$ cat config.mk
export PLATFORM = sky130hd
export DESIGN_NAME = piso_serializer
export DESIGN_NICKNAME = d
export VERILOG_FILES = /design/src/rtl/piso_serializer.sv
export SDC_FILE = /design/constraint.sdc
export NUM_CORES = 1
export LEC_CHECK = 0
export ABC_AREA = 1
export CORE_AREA = 2 2 39 41
export CTS_CLUSTER_DIAMETER = 80
export DETAILED_ROUTE_END_ITERATION = 8
export DIE_AREA = 0 0 41 43
export PLACE_DENSITY_LB_ADDON = 0.25
export SLEW_MARGIN = 20
export SYNTH_ARGS = -nofsm -noshare
export SYNTH_HDL_FRONTEND = slang
export SYNTH_SLANG_ARGS = --single-unit
export TNS_END_PERCENT = 30
$ cat constraint.sdc
create_clock -name clk -period 1.8 [get_ports clk]
set_clock_uncertainty 0.1 [all_clocks]
set_input_delay 0.54 -clock clk [delete_from_list [all_inputs] [get_ports clk]]
set_output_delay 0.54 -clock clk [all_outputs]
set_load 0.01 [all_outputs]
$ cat src/rtl/piso_serializer.sv
`default_nettype none
// ============================================================================
// Module      : piso_serializer
// Description : Parallel-in, serial-out stage. Accepts a WIDTH-bit word over a
//               valid/ready handshake and emits it LSB first, one bit per clk,
//               qualified by ser_valid. Words may stream back-to-back.
//               Optional even-parity bit after the data bits is enabled by
//               defining the macro PISO_PARITY_EN.
// Revision    : 1.0 - initial release
// ============================================================================
module piso_serializer #(
  parameter int WIDTH      = 4,
  parameter bit IDLE_LEVEL = 1'b0
) (
  input  logic             clk,
  input  logic             rst,
  input  logic [WIDTH-1:0] in_data,
  input  logic             in_valid,
  output logic             in_ready,
  output logic             ser_out,
  output logic             ser_valid,
  output logic             frame_last,
  output logic             busy
);

  localparam int                CNT_W    = (WIDTH > 1) ? $clog2(WIDTH) : 1;
  localparam logic [CNT_W-1:0]  LAST_CNT = CNT_W'(WIDTH - 1);

`ifdef PISO_PARITY_EN
  typedef enum logic [1:0] {
    IDLE  = 2'd0,
    SHIFT = 2'd1,
    PAR   = 2'd2
  } state_t;
`else
  typedef enum logic [1:0] {
    IDLE  = 2'd0,
    SHIFT = 2'd1
  } state_t;
`endif

  state_t           state, state_nxt;
  logic [WIDTH-1:0] shreg, shreg_nxt;
  logic [CNT_W-1:0] cnt, cnt_nxt;
  logic             last_data;
  logic             accept;

`ifdef PISO_PARITY_EN
  logic             parity, parity_nxt;
`endif

  // Bit 0 of shreg is always the bit currently on the line.
  assign last_data = (state == SHIFT) && (cnt == LAST_CNT);
`ifdef PISO_PARITY_EN
  assign frame_last = (state == PAR);
`else
  assign frame_last = last_data;
`endif
  assign in_ready  = (state == IDLE) || frame_last;
  assign accept    = in_valid && in_ready;
  assign ser_valid = (state != IDLE);
  assign busy      = (state != IDLE);

  // Serial line mux: data bit, parity bit, or the idle level.
  always_comb begin
    ser_out = IDLE_LEVEL;
    if (state == SHIFT) begin
      ser_out = shreg[0];
    end
`ifdef PISO_PARITY_EN
    else if (state == PAR) begin
      ser_out = parity;
    end
`endif
  end

  // Next-state logic: a new word is loaded on any accepting edge, otherwise
  // shift while bits remain and fall back to IDLE at frame end.
  always_comb begin
    state_nxt  = state;
    shreg_nxt  = shreg;
    cnt_nxt    = cnt;
`ifdef PISO_PARITY_EN
    parity_nxt = parity;
`endif
    if (accept) begin
      state_nxt  = SHIFT;
      shreg_nxt  = in_data;
      cnt_nxt    = '0;
`ifdef PISO_PARITY_EN
      parity_nxt = ^in_data;
`endif
    end else begin
      case (state)
        IDLE: begin
          state_nxt = IDLE;
        end
        SHIFT: begin
          if (cnt == LAST_CNT) begin
`ifdef PISO_PARITY_EN
            state_nxt = PAR;
`else
            state_nxt = IDLE;
`endif
            cnt_nxt   = '0;
            shreg_nxt = '0;
          end else begin
            cnt_nxt   = cnt + CNT_W'(1);
            shreg_nxt = shreg >> 1;
          end
        end
`ifdef PISO_PARITY_EN
        PAR: begin
          state_nxt = IDLE;
        end
`endif
        default: begin
          state_nxt = IDLE;
          shreg_nxt = '0;
          cnt_nxt   = '0;
        end
      endcase
    end
  end

  // State register; reset aborts any frame in progress.
  always_ff @(posedge clk) begin
    if (rst) begin
      state  <= IDLE;
      shreg  <= '0;
      cnt    <= '0;
`ifdef PISO_PARITY_EN
      parity <= 1'b0;
`endif
    end else begin
      state  <= state_nxt;
      shreg  <= shreg_nxt;
      cnt    <= cnt_nxt;
`ifdef PISO_PARITY_EN
      parity <= parity_nxt;
`endif
    end
  end

endmodule
`default_nettype wire

## Yosys cells after proc, flatten, opt, wreduce, memory -nomap -nowiden

Index checks and enable logic that the tools add are counted.

| cells by class | value |
|---|---|
| equal/unequal tests | 3 |
| divide/modulo/power cells | 0 |
| reductions and logical operators | 5 |
| $add $sub $neg | 1 |
| shifts and indexed selects | 0 |
| multiply operators | 0 |
| muxes and demuxes | 9 |
| magnitude comparators | 0 |
| bitwise gates (word level) | 0 |

Operators with widths:

| operator | count |
|---|---|
| $pmux 4 s2 | 1 |
| $mux 1 | 4 |
| $mux 4 | 1 |
| $pmux 2 s2 | 1 |
| $mux 3 | 1 |
| $ne 3x2->1 const B | 1 |
| $add 2x1->2 const B | 1 |
| $eq 2x2->1 const B | 1 |
| $logic_and 1x1->1 | 2 |
| $logic_not 2->1 | 1 |
| $mux 2 | 1 |
| $ne 2x2->1 const B | 1 |
| $reduce_or 2->1 | 1 |
| $logic_or 1x1->1 | 1 |

| storage, ports and cells | value |
|---|---|
| output and inout port bits | 5 |
| bits in read-only memories | 0 |
| input bits | 7 |
| word-level logic and storage cells | 21 |
| latch bits | 0 |
| memories | 0 |
| register bits | 7 |
| memory bits (writable) | 0 |

## Logic depth before layout (Yosys ltp)

Gate-level depths: netlist of the first run.

| depth | value |
|---|---|
| word-level depth | 5 |
| mapped depth | 6 |
| mapped depth without buffers | 6 |

## Worst setup path after synthesis of the first run

OpenSTA, ideal clock, no wires.

| timing | value |
|---|---|
| kind | reg-to-output |
| from | register state[0] |
| to | output port frame_last |
| arrival time | 0.674 ns |
| stages on the path, launching flop included | 4 |
| data required time | 1.160 ns |
| buffers on the path | 1 |
| path slack | 0.486 ns |
| path through | dfxtp_1 buf_6 nand2_1 inv_1 |

| between the ends | value |
|---|---|
| word-level cells in the longest chain between the ends | 1 |

RTL lines:

| item | line | text |
|---|---|---|
| start, declared | 42 | `state_t state, state_nxt;` |
| start signal, assigned | 136 | `state <= state_nxt;` |
| $logic_and 1x1->1 | 53 | `assign last_data = (state == SHIFT) && (cnt == LAST_CNT);` |
| end, declared | 22 | `output logic frame_last,` |

No other way between the ends.

## Final worst setup path of the first run

| timing | value |
|---|---|
| from | register cnt[1] |
| to | output port frame_last |

| between the ends | value |
|---|---|
| word-level cells in the longest chain between the ends | 2 |

RTL lines:

| item | line | text |
|---|---|---|
| start, declared | 44 | `logic [CNT_W-1:0] cnt, cnt_nxt;` |
| start signal, assigned | 138 | `cnt <= cnt_nxt;` |
| $eq 2x2->1 | 53 |  |
| $logic_and 1x1->1 | 53 |  |

No other way between the ends.

==> results.ini, run 1 <==
[synthesis]
ys_seq_elements = 7
syn_area_um2 = 382
yosysSeqAreaShare_pct = 36.7
yosys.area.top_type = dfxtp_1
syn_nets = 58
synth_ff_type = dfxtp_1
synth_common_cells = nand2_1 (8), nand3_1 (8), dfxtp_1 (7)
syn_inst = 50
yosys-top-cells-area = dfxtp_1 (37%), nand3_1 (10%), a21oi_2 (9.2%), nand2_1 (7.9%), nand2_4 (5.9%)
avgSynthCellArea_um2 = 7.63
yosysWarnings = 0
synth_top_area_share_pct = 36.7
netlist-cell-type-count = 16
synth_edf_count = 0
async_flop_share_pct = 0

[cells_and_area]
n_antenna_cell = 0
nNetsFinal = 79
syn_to_final_growth_pct = 50.5
stdcell_area_um2 = 574
layout-drive-gt1-share_pct = 37.1

[routing]
ant_nets = 0
num_vias = 377
firstDrtPassIters = 4
drt-initial-drc-count = 6
drc_errors = 0
routed_wirelength_um = 783
via_per_inst = 4.38
wire_per_inst_um = 9.10

[sta]
setup-violations-final = 0
worst_slack_ns = 0.0741
worst_pin_slew_ns = 0.176
post-route-min-period_ns = 1.73
hold_viol_final = 0
finalCritPeriodShare_pct = 95.9
fmax_mhz = 579
rsz0062_at_grt = no
slew_violations = 0
relSlewSlack_pct = 88.2

[cts]
cts_hold_buf = 0
cts-root-buf = clkbuf_4
clock_latency_ns = 0.25
tritoncts = done
clk_pin_slew_ns = 0.05
cts_setup_buffers = 0
cts_buffer_depth = 2
cts.sinks = 7
htreeDepth = 1
cts_made_buffers = 3

[placement]
place_congestion = 0.764
post-place-ws_ns = 0.0338
portBuffers = 11
placed_area_um2 = 546
dpl.hpwl_um = 596

[global_route]
antenna_found_initial = 0
track_usage_pct = 13.2
grt_max_degree = 8
grt_pass1_vias = 353
grt.overflow.total = 0
grt_pass1_wl_um = 1430

[setup_path]
crit_chain = ha_2 > nand2_1 > inv_1 > clkdlybuf4s15_1
endpoint_kind = output pin
cpMaxStageDelayCell = dfxtp_1
max_stage_delay_ns = 0.33
arrival_ns = 1.09
critPathTopFamily = flip-flops
cp_num_buf_inv = 2
path_max_fanout = 2
worstPathRequired_ns = 1.16
start_kind = register
setup.worst_path.class = register to output pin

[pwr]
comb_power_share_pct = 21.1
power_switching_mw = 0.115
internal_power_mw = 0.295
power_density_nw_per_um2 = 713
finalPower_mw = 0.410
p_leak_nw = 0.270
vdd_drop_max_uv = 232
power.share.clock_pct = 37.1
swShare_pct = 28.1
seqPwrFrac_pct = 41.9

[floorplanning]
die_height_um = 43
dieArea_um2 = 1760
io_pins = 12
die_w_um = 41
start_util_pct = 27.6
coreArea_um2 = 1380
rows = 14

[hold_path]
hp-class = register to register

[job]
maxCapViolations = 0

[outcome]
status = complete, no violations

## per-stage QoR
step	TNS [ns]	util (%)	hold slack (ns)	instances
final	0	41.5	0.380	86
after global routing	0	41.5	0.400	86
after CTS	-0.0135	41.1	0.380	86
after detailed placement	0	39.4	0.373	82
after global placement	0	39.4	0.365	82
after floorplan	0	-	0.350	50
## metal layers
| layer | share of wire [%] | vias to the layer above | global-route usage, % |
|---|---|---|---|
| li1 | - | 199 | - |
| met1 | 49 | 157 | 17.9 |
| met2 | 38 | 16 | 14.4 |
| met3 | 4.7 | 5 | 1.57 |
| met4 | 7.3 | 0 | 18.0 |
| met5 | 0 | - | 0 |
## tightest hold or removal path, cell delays in order (launching register included)
cell and delay, ns:
dfxtp_1 0.31, nand2_1 0.08, a21oi_2 0.05
## flip-flops by register name, summed over array words and instances (netlist names)
name   cells
state      1
shreg      4
cnt        2
## cells in the final DEF (no fill, tap or decap)
master	n
clkdlybuf4s50_1	6
dfxtp_4	1
nand3_1	8
clkbuf_4	3
nand2_2	1
nand2_4	2
buf_4	7
clkdlybuf4s15_1	2
inv_1	3
inv_2	5
nand2_1	8
a21oi_2	4
a21oi_1	3
dfxtp_1	6
dlygate4sd2_1	3
inv_4	1
ha_2	1
nor2_2	1
clkbuf_1	1
nor2_1	1
o21ai_1	3
## final timing paths
| path | startpoint | endpoint | slack [ns] | cells after the start |
|---|---|---|---|---|
| min | cnt[1] | cnt[1] | 0.38 | 2 |
| max | cnt[1] | frame_last | 0.07 | 4 |
| max reg2reg | cnt[1] | cnt[0] | 0.60 | 7 |
| min reg2reg | cnt[1] | cnt[1] | 0.38 | 2 |
## cells by family (layout without fill, tap and decap cells)
logic type | after synthesis | after routing | share of synthesized area, %
and+or+nand+nor | 21 | 21 | 28.5
buffers and inverters | 11 | 31 | 14.4
AOI/OAI and AO/OA | 10 | 10 | 17.0
DFF | 7 | 7 | 36.7
adders and majority gates | 1 | 1 | 3.28
## what timing repair did
action                                  in CTS  in global routing
gates cloned                                 0                  0
gates resized for setup                      7                  3
endpoints found under the setup margin       5                  2
## cell type report
| type | instances | area (um^2) |
|---|---|---|
| timing repair buffer | 18 | 159 |
| clock buffer | 4 | 26.3 |
| tap | 16 | 20.0 |
| multi-input combinational | 32 | 189 |
| sequential | 7 | 144 |
| fill | 150 | 810 |
| inverter | 9 | 36.3 |
## power by group through the flow
stage | combinational [mW] | sequential [mW] | clock [mW]
floorplan | 0.0508 | 0.174 | 0
global placement | 0.0900 | 0.175 | 0
detailed placement | 0.0904 | 0.175 | 0
CTS | 0.0864 | 0.171 | 0.155
global route | 0.0967 | 0.173 | 0.160
finish | 0.0863 | 0.172 | 0.152
No activity file was read; power rests on OpenSTA's default activity.
==> inputs of run 2 (changes only) <==
HOLD_SLACK_MARGIN = 0.12   (was unset)
==> results of run 2 <==
No change in the layout: final DEF, timing and power equal those of run 1.
